==> config.mk <==
export PLATFORM = sky130hd
export DESIGN_NAME = fp_mult_seq_ctrl
export DESIGN_NICKNAME = d
export VERILOG_FILES = /design/src/rtl/fp_mult_seq_ctrl.sv
export SDC_FILE = /design/constraint.sdc
export NUM_CORES = 1
export LEC_CHECK = 0
export ABC_AREA = 1
export CORE_AREA = 2 2 103 105
export DETAILED_ROUTE_END_ITERATION = 6
export DIE_AREA = 0 0 105 107
export GPL_TIMING_DRIVEN = 0
export PLACE_DENSITY = 0.88
export SLEW_MARGIN = 25
export SYNTH_ARGS = -nofsm -noshare
export SYNTH_HDL_FRONTEND = slang
export SYNTH_SLANG_ARGS = --single-unit
==> constraint.sdc <==
create_clock -name CLK -period 3.23 [get_ports CLK]
set_clock_uncertainty 0.15 [all_clocks]
set_input_delay 0.969 -clock CLK [delete_from_list [all_inputs] [get_ports CLK]]
set_output_delay 0.969 -clock CLK [all_outputs]
set_load 0.01 [all_outputs]
==> src/rtl/fp_mult_seq_ctrl.sv <==
// Sequencing wrapper for the iterative shift-add FP32 multiplier core: operand handshake,
// core restart, iteration count, result capture. Optional FP_SPECIAL_BYPASS_EN short-cuts specials.
module fp_mult_seq_ctrl #(
  parameter int unsigned MUL_CYCLES = 24
) (
  input  logic        CLK,
  input  logic        RST,
  input  logic        in_valid,
  output logic        in_ready,
  input  logic [31:0] A_in,
  input  logic [31:0] B_in,
  output logic [31:0] mul_A,
  output logic [31:0] mul_B,
  output logic        mul_RST,
  input  logic [31:0] mul_result,
  input  logic        mul_overflow,
  input  logic        mul_underflow,
  output logic        out_valid,
  input  logic        out_ready,
  output logic [31:0] result,
  output logic        overflow,
  output logic        underflow,
  output logic        invalid
);

  localparam int unsigned CntW = $clog2(MUL_CYCLES + 1);

  typedef enum logic [1:0] {StIdle, StLoad, StRun, StDone} state_e;

  state_e          state_q, state_d;
  logic [CntW-1:0] cnt_q;
  logic            mul_rst_q;
  logic            accept;
  logic            run_done;
  logic            byp;
  logic [31:0]     byp_result;
  logic            byp_invalid;

  assign accept   = in_ready & in_valid;
  assign run_done = (state_q == StRun) && (cnt_q == CntW'(MUL_CYCLES));
  assign mul_RST  = mul_rst_q;

`ifdef FP_SPECIAL_BYPASS_EN
  logic a_zero, a_inf, a_nan, b_zero, b_inf, b_nan, sign;

  always_comb begin
    a_zero      = (A_in[30:23] == 8'h00);
    a_inf       = (A_in[30:23] == 8'hFF) && (A_in[22:0] == 23'd0);
    a_nan       = (A_in[30:23] == 8'hFF) && (A_in[22:0] != 23'd0);
    b_zero      = (B_in[30:23] == 8'h00);
    b_inf       = (B_in[30:23] == 8'hFF) && (B_in[22:0] == 23'd0);
    b_nan       = (B_in[30:23] == 8'hFF) && (B_in[22:0] != 23'd0);
    sign        = A_in[31] ^ B_in[31];
    byp         = a_zero | a_inf | a_nan | b_zero | b_inf | b_nan;
    byp_invalid = 1'b0;
    if (a_nan || b_nan) begin
      byp_result = 32'h7FC0_0000;
    end else if ((a_inf && b_zero) || (a_zero && b_inf)) begin
      byp_result  = 32'h7FC0_0000;
      byp_invalid = 1'b1;
    end else if (a_inf || b_inf) begin
      byp_result = {sign, 8'hFF, 23'd0};
    end else begin
      // Denormals are flushed to zero, so any remaining special is a signed zero.
      byp_result = {sign, 31'd0};
    end
  end
`else
  assign byp         = 1'b0;
  assign byp_result  = 32'd0;
  assign byp_invalid = 1'b0;
`endif

  always_ff @(posedge CLK or negedge RST) begin
    if (!RST) begin
      state_q <= StIdle;
    end else begin
      state_q <= state_d;
    end
  end

  always_comb begin
    state_d = state_q;
    unique case (state_q)
      StIdle: if (accept) state_d = byp ? StDone : StLoad;
      StLoad: state_d = StRun;
      StRun:  if (run_done) state_d = StDone;
      StDone: if (out_ready) state_d = StIdle;
      default: state_d = StIdle;
    endcase
  end

  always_comb begin
    in_ready  = (state_q == StIdle);
    out_valid = (state_q == StDone);
  end

  always_ff @(posedge CLK or negedge RST) begin
    if (!RST) begin
      mul_A     <= 32'd0;
      mul_B     <= 32'd0;
      mul_rst_q <= 1'b0;
      cnt_q     <= '0;
      result    <= 32'd0;
      overflow  <= 1'b0;
      underflow <= 1'b0;
      invalid   <= 1'b0;
    end else begin
      if (accept) begin
        mul_A <= A_in;
        mul_B <= B_in;
        if (byp) begin
          result    <= byp_result;
          overflow  <= 1'b0;
          underflow <= 1'b0;
          invalid   <= byp_invalid;
        end else begin
          // Core is pulsed into reset for the LOAD cycle only.
          mul_rst_q <= 1'b0;
        end
      end
      if (state_q == StLoad) begin
        mul_rst_q <= 1'b1;
        cnt_q     <= '0;
      end
      if (state_q == StRun && !run_done) begin
        cnt_q <= cnt_q + CntW'(1);
      end
      if (run_done) begin
        result    <= mul_result;
        overflow  <= mul_overflow;
        underflow <= mul_underflow;
        invalid   <= 1'b0;
      end
    end
  end

endmodule

==> run summary, run 1 <==
Slowest stage delay, CP -> 0.56 ns
Gates resized, CTS repair -> 0
Peak VDD IR -> 0.000437 V
Static leakage -> 3.31 nW
Reg power frac -> 39.7%
Final wirelength -> 12.5 mm
RSZ-0062 raised after global routing -> no
Final GP Congestion -> 0.799
I/O pin count -> 204
#FFs+latches synth -> 106
CTS tree -> built
Hold buffers post-CTS -> 0
Initial core utilization -> 42.8%
Worst flop-to-flop path endpoint -> mul_B[5]
Clk pwr share -> 17.4%
Fin area -> 6760 µm²
DRT Pass-1 Iters -> 5
DR WL met3 -> 1.11 mm
Synth top area cells -> dfrtp_1 (61%), nand2_1 (25%), nand3_1 (5.1%)
Final Hold Vio Count -> 0
Chip width -> 105 µm
Crit Path Category -> flop to output pin
Drt via density -> 4.72
Top routing layer used -> met4
Setup TNS -> 0 ns
Dpl ws -> 0.385 ns
WP depth -> 3
TritonCTS buffer count -> 9
R2R depth -> 7
Final cycle utilization of the critical path -> 86.7%
Post-Syn Instances -> 492
Worst skew pair latency -> 0.36 ns
Critical Path AT -> 1.68 ns
Cell area after placement -> 6540 µm²
Via Count -> 3997
Combinational power share -> 42.9%
Area Overhead vs Synth -> 56.5%
M1 wire length -> 5.01 mm
Post-CTS Setup Inserts -> 0
Setup crit start -> state_q[1]
# port buffers -> 202
Tightest Pin Transition -> 0.746 ns
Area of the multi-input gates -> 1460 µm²
Clk root buf -> clkbuf_8
Switching Fraction -> 35.0%
H-Tree Level Count -> 3
Fmax -> 357 MHz
FF/Latch Area -> 2650 µm²
GRT Overall Usage -> 22.3%
First-pass GRT wire length -> 19.8 mm
DR DRC count -> 0
Filler cell count in the final layout -> 765
Syn_nets -> 601
Wire length per cell -> 14.8 µm
Clk buf depth -> 2
Power consumption -> 5.01 mW
Sequential share of the synthesized area -> 61.4%
Internal power -> 3.25 mW
Pin count of the biggest net entering global routing -> 60
Final Max Tran Viols -> 0
DR iter-0 viols -> 261
Core area -> 10100 µm²
Mapped cell area -> 4320 µm²
FF-to-FF Start -> state_q[1]
Post-synth top area share -> 61.4%
Share of cells above drive strength 1 -> 6.33%
Power Dens Cells -> 741 nW/µm²
WP buf/inv -> 2
Net Switching -> 1.75 mW
Top cell type by total area after synthesis -> dfrtp_1
FF-to-FF setup slack -> 1.10 ns
Status -> complete, no violations
Mean Syn Cell Area -> 8.78 µm²
CP Capture Type -> output pin
Worst-path clk slew -> 0.09 ns
Rel. slew slack -> 50.3%
Vias in the first global route -> 4024
Die area -> 11200 µm²
Final worst slack -> 0.428 ns
Site Rows -> 37
Min Tclk post-route -> 2.80 ns
Max_cap viols -> 0
CP Cell Sequence -> inv_1 -> ha_1 -> clkdlybuf4s50_1
Dpl hpwl -> 9.62 mm
Critical path endpoint -> in_ready
ANT nets after route -> 0
Yosys cell types -> 18
Number of diodes -> 0
Grt ovf -> 0
Worst EP required -> 2.11 ns
Nature of the critical path startpoint -> flop
Critical-path top delay cell -> clkdlybuf4s50_1
Yosys Warn Count -> 0
Met2 WL -> 6.27 mm
Hold WC Path Type -> flop to flop
Worst Path Max Fanout -> 4
Clock Sinks -> 106
Chip Height -> 107 µm
Largest delay share family, worst path -> buffers and inverters
Total Nets Final -> 815
Setup Viol. Count Final -> 0
Initial antenna violation count -> 0
## state kept, by name (all words and copies together), names as in the netlist
register / flops
cnt_q: 5
mul_A: 32
mul_B: 32
mul_RST: 1
overflow: 1
result: 32
state_q: 2
underflow: 1
## layout by cell type, fill, tap and decap left out, types with 4 or more instances in the layout
cell	n
buf_4	4
clkdlybuf4s50_1	201
clkbuf_1	5
clkbuf_8	9
buf_6	5
inv_1	12
dfrtp_1	106
nand2_1	285
nand3_1	44
buf_2	12
ha_1	7
## cell families after synthesis
family        synth area share, %
other cells                0.0868
buf+inv                      4.78
flops                        61.4
simple gates                 31.5
xor+xnor                    0.203
fa+ha+maj                    2.03
## worst register-to-register path: cells and delay by family, from the launching register on
kind | cells | cell delay [ns]
DFF | 1 | 0.43
buffers and inverters | 3 | 0.93
and+or+nand+nor | 3 | 0.37
adders and majority gates | 1 | 0.21
## metal layers
layer / track usage [%] / up-vias
met5: 0 / -
li1: - / 1925
met2: 38.9 / 185
met1: 26.4 / 1879
met4: 6.29 / 0
met3: 7.54 / 8
## cells in the mapped netlist
cell type / n
nand2_1: 285
dfrtp_1: 106
nand3_1: 44
buf_2: 12
inv_1: 12
ha_1: 7
clkbuf_1: 5
buf_4: 4
buf_6: 4
inv_2: 2
nand2_2: 2
nand4_1: 2
nor2_1: 2
conb_1: 1
nand2_4: 1
nor2_8: 1
or2_2: 1
xor2_1: 1
## worst min-delay path by stage
stage	start	endpoint	slack [ns]	depth (start not counted)
global placement	result[0]	result[0]	0.30	2
finish	result[3]	result[3]	0.33	2
CTS	result[3]	result[3]	0.33	2
detailed placement	result[3]	result[3]	0.31	2
floorplan	state_q[1]	state_q[1]	0.34	2
global route	result[12]	result[12]	0.35	2
## metrics by stage
step	hold slack (ns)	utilization, %	std cells
after detailed placement	0.309	64.8	831
after floorplan	0.341	-	492
after global placement	0.302	64.5	830
after CTS	0.332	67.0	847
final	0.331	67.0	847
after global routing	0.354	67.0	847
## power groups by stage
stage | combinational, mW | clock (mW) | sequential (mW)
after detailed placement | 2.16 | 0 | 2.00
after floorplan | 0.757 | 0 | 2.16
after global routing | 2.33 | 0.960 | 2.03
after CTS | 2.17 | 0.900 | 1.99
final | 2.15 | 0.874 | 1.99
after global placement | 2.07 | 0 | 1.98
## final cells by class
type	count	share of cell area, %
flip-flops and latches	106	39.3
clock buffers	9	1.83
multi-input cells	347	21.6
repair buffers	203	30.3
clock inverters	7	1.39
well taps	136	2.52
plain buffers	25	2.28
inverters	14	0.778
Note: power is estimated with default switching activity, not from simulation.
==> inputs of run 2 (changes only) <==
- CORE_AREA: 2 2 103 105 -> 2 2 131 82
- CTS_CLUSTER_SIZE: default -> 25
- DIE_AREA: 0 0 105 107 -> 0 0 133 84
- PLACE_DENSITY: 0.88 -> 0.84
==> run summary, run 2 (same netlist as run 1, synthesis figures left out) <==
Fin area -> 6860 µm² (+1.5%)
Vias in the first global route -> 3930 (-2.3%)
Commonest cells after routing, fill and taps aside -> nand2_1 (285), clkdlybuf4s50_1 (201), dfrtp_1 (106)
Nature of the critical path startpoint -> flop
Final Hold Vio Count -> 0 (unchanged)
DRT Pass-1 Iters -> 4 (-1)
Area Overhead vs Synth -> 58.7%
Share of cells above drive strength 1 -> 5.91% (-0.42 points)
Crit Path Category -> flop to output pin
Hold WC Path Type -> flop to flop
Chip Height -> 84 µm (-21%)
Post-CTS Setup Inserts -> 0 (unchanged)
Met1 global-route usage -> 27.9% (+1.5 points)
Final wirelength -> 11.8 mm (-5.5%)
Biggest regs -> mul_A: 32 flops, mul_B: 32 flops, result: 32 flops
TritonCTS buffer count -> 9 (unchanged)
CTS tree -> built
Fin cells -> 850 (+0.35%)
Cell area after placement -> 6540 µm² (about the same)
CP Capture Type -> output pin
Worst skew pair latency -> 0.34 ns (-0.02 ns)
Via Count -> 3949 (-1.2%)
Worst Path Max Fanout -> 4 (unchanged)
Most common cell after layout, fill and taps aside -> nand2_1
Fmax -> 364 MHz (+2.0%)
Min Tclk post-route -> 2.75 ns (-0.0560 ns)
Wire length per cell -> 13.9 µm (-5.8%)
Gates resized, CTS repair -> 0 (unchanged)
Setup TNS -> 0 ns (unchanged)
Hold buffers post-CTS -> 0 (unchanged)
Site Rows -> 29 (-22%)
Clk root buf -> clkbuf_16
Met3 Track Usage GR -> 8.50% (+0.96 points)
First-pass GRT wire length -> 19.5 mm (-1.6%)
Most used routing layer -> met2
Clk buf depth -> 2 (unchanged)
Final worst slack -> 0.484 ns (+0.0560 ns)
RSZ-0062 raised after global routing -> no
Drt via density -> 4.65 (-1.5%)
Final cycle utilization of the critical path -> 85.0% (-1.7 points)
Worst EP required -> 2.11 ns (about the same)
Initial core utilization -> 42.7% (-0.13 points)
Critical Path AT -> 1.63 ns (-0.05 ns)
Grt ovf -> 0 (unchanged)
Dpl ws -> 0.661 ns (+0.276 ns)
DR DRC count -> 0 (unchanged)
Dpl hpwl -> 8.73 mm (-9.2%)
Core area -> 10100 µm² (+0.31%)
Power Dens Cells -> 768 nW/µm² (+3.7%)
I/O pin count -> 204 (unchanged)
Met2 usage -> 35.3% (-3.5 points)
Final GP Congestion -> 0.842 (+5.4%)
Setup Viol. Count Final -> 0 (unchanged)
Clock Sinks -> 106 (unchanged)
Static leakage -> 3.35 nW (+1.3%)
Initial antenna violation count -> 0 (unchanged)
Pin count of the biggest net entering global routing -> 62 (+3.3%)
Status -> complete, no violations
Worst-path clk slew -> 0.07 ns (-0.02 ns)
ANT nets after route -> 0 (unchanged)
Final Max Tran Viols -> 0 (unchanged)
Chip width -> 133 µm (+27%)
Die area -> 11200 µm² (-0.56%)
GRT Overall Usage -> 21.8% (-0.48 points)
Max_cap viols -> 0 (unchanged)
Number of diodes -> 0 (unchanged)
# port buffers -> 202 (unchanged)
H-Tree Level Count -> 3 (unchanged)
Total Nets Final -> 815 (unchanged)
Power consumption -> 5.27 mW (+5.2%)
DR iter-0 viols -> 153 (-41%)
Peak VDD IR -> 0.000501 V (+15%)
Dpl cells -> 834 (+0.36%)
==> run 2: cell types whose count changed in the layout (fill, tap and decap cells not counted), sizes merged <==
cell      change
clkbuf        +3
clkinv        -2
clkinvlp      -1
==> run 2: layout make-up <==
| type | instances | area, µm² |
|---|---|---|
| clock buffers | 12 | 236 |
| multi-input cells | 347 | 1460 |
| fillers | 752 | 3270 |
| plain buffers | 25 | 154 |
| clock inverters | 4 | 76.3 |
| inverters | 14 | 52.6 |
| repair buffers | 203 | 2050 |
| well taps | 139 | 174 |
| flip-flops and latches | 106 | 2650 |
==> run 2: critical path: stages, from the launching register on <==
cell	delay, ns
dfrtp_1	0.42
inv_1	0.12
ha_1	0.20
clkdlybuf4s50_1	0.55
==> run 2: where the power goes <==
part | switching [mW] | total (mW) | internal [mW]
combinational | 1.03 | 2.11 | 1.08
clock | 0.477 | 1.16 | 0.682
sequential | 0.252 | 2.00 | 1.74
==> run 2: worst paths after layout <==
| path | endpoint | start | slack [ns] | cells after the start |
|---|---|---|---|---|
| worst max-delay path | in_ready | state_q[0] | 0.48 | 3 |
| worst min-delay path | result[14] | result[14] | 0.32 | 2 |
| worst max register to register | mul_B[15] | state_q[0] | 1.39 | 7 |
| worst min register to register | result[14] | result[14] | 0.32 | 2 |
| max in group asynchronous | mul_A[12] | RST | 1.87 | 2 |
| min in group asynchronous | result[18] | RST | 0.41 | 1 |
==> run 2: through the flow <==
stage,utilization [%],hold slack [ns]
after floorplan,-,0.341
after global placement,64.4,0.303
after detailed placement,64.6,0.309
after CTS,67.7,0.325
after global routing,67.7,0.342
final,67.7,0.323
==> run 2: metal layers <==
metal  vias up  wire [µm]
li1       1929          -
met1      1849       5150
met2       161       5450
met3        10       1110
met4         0        113
met5         -          0
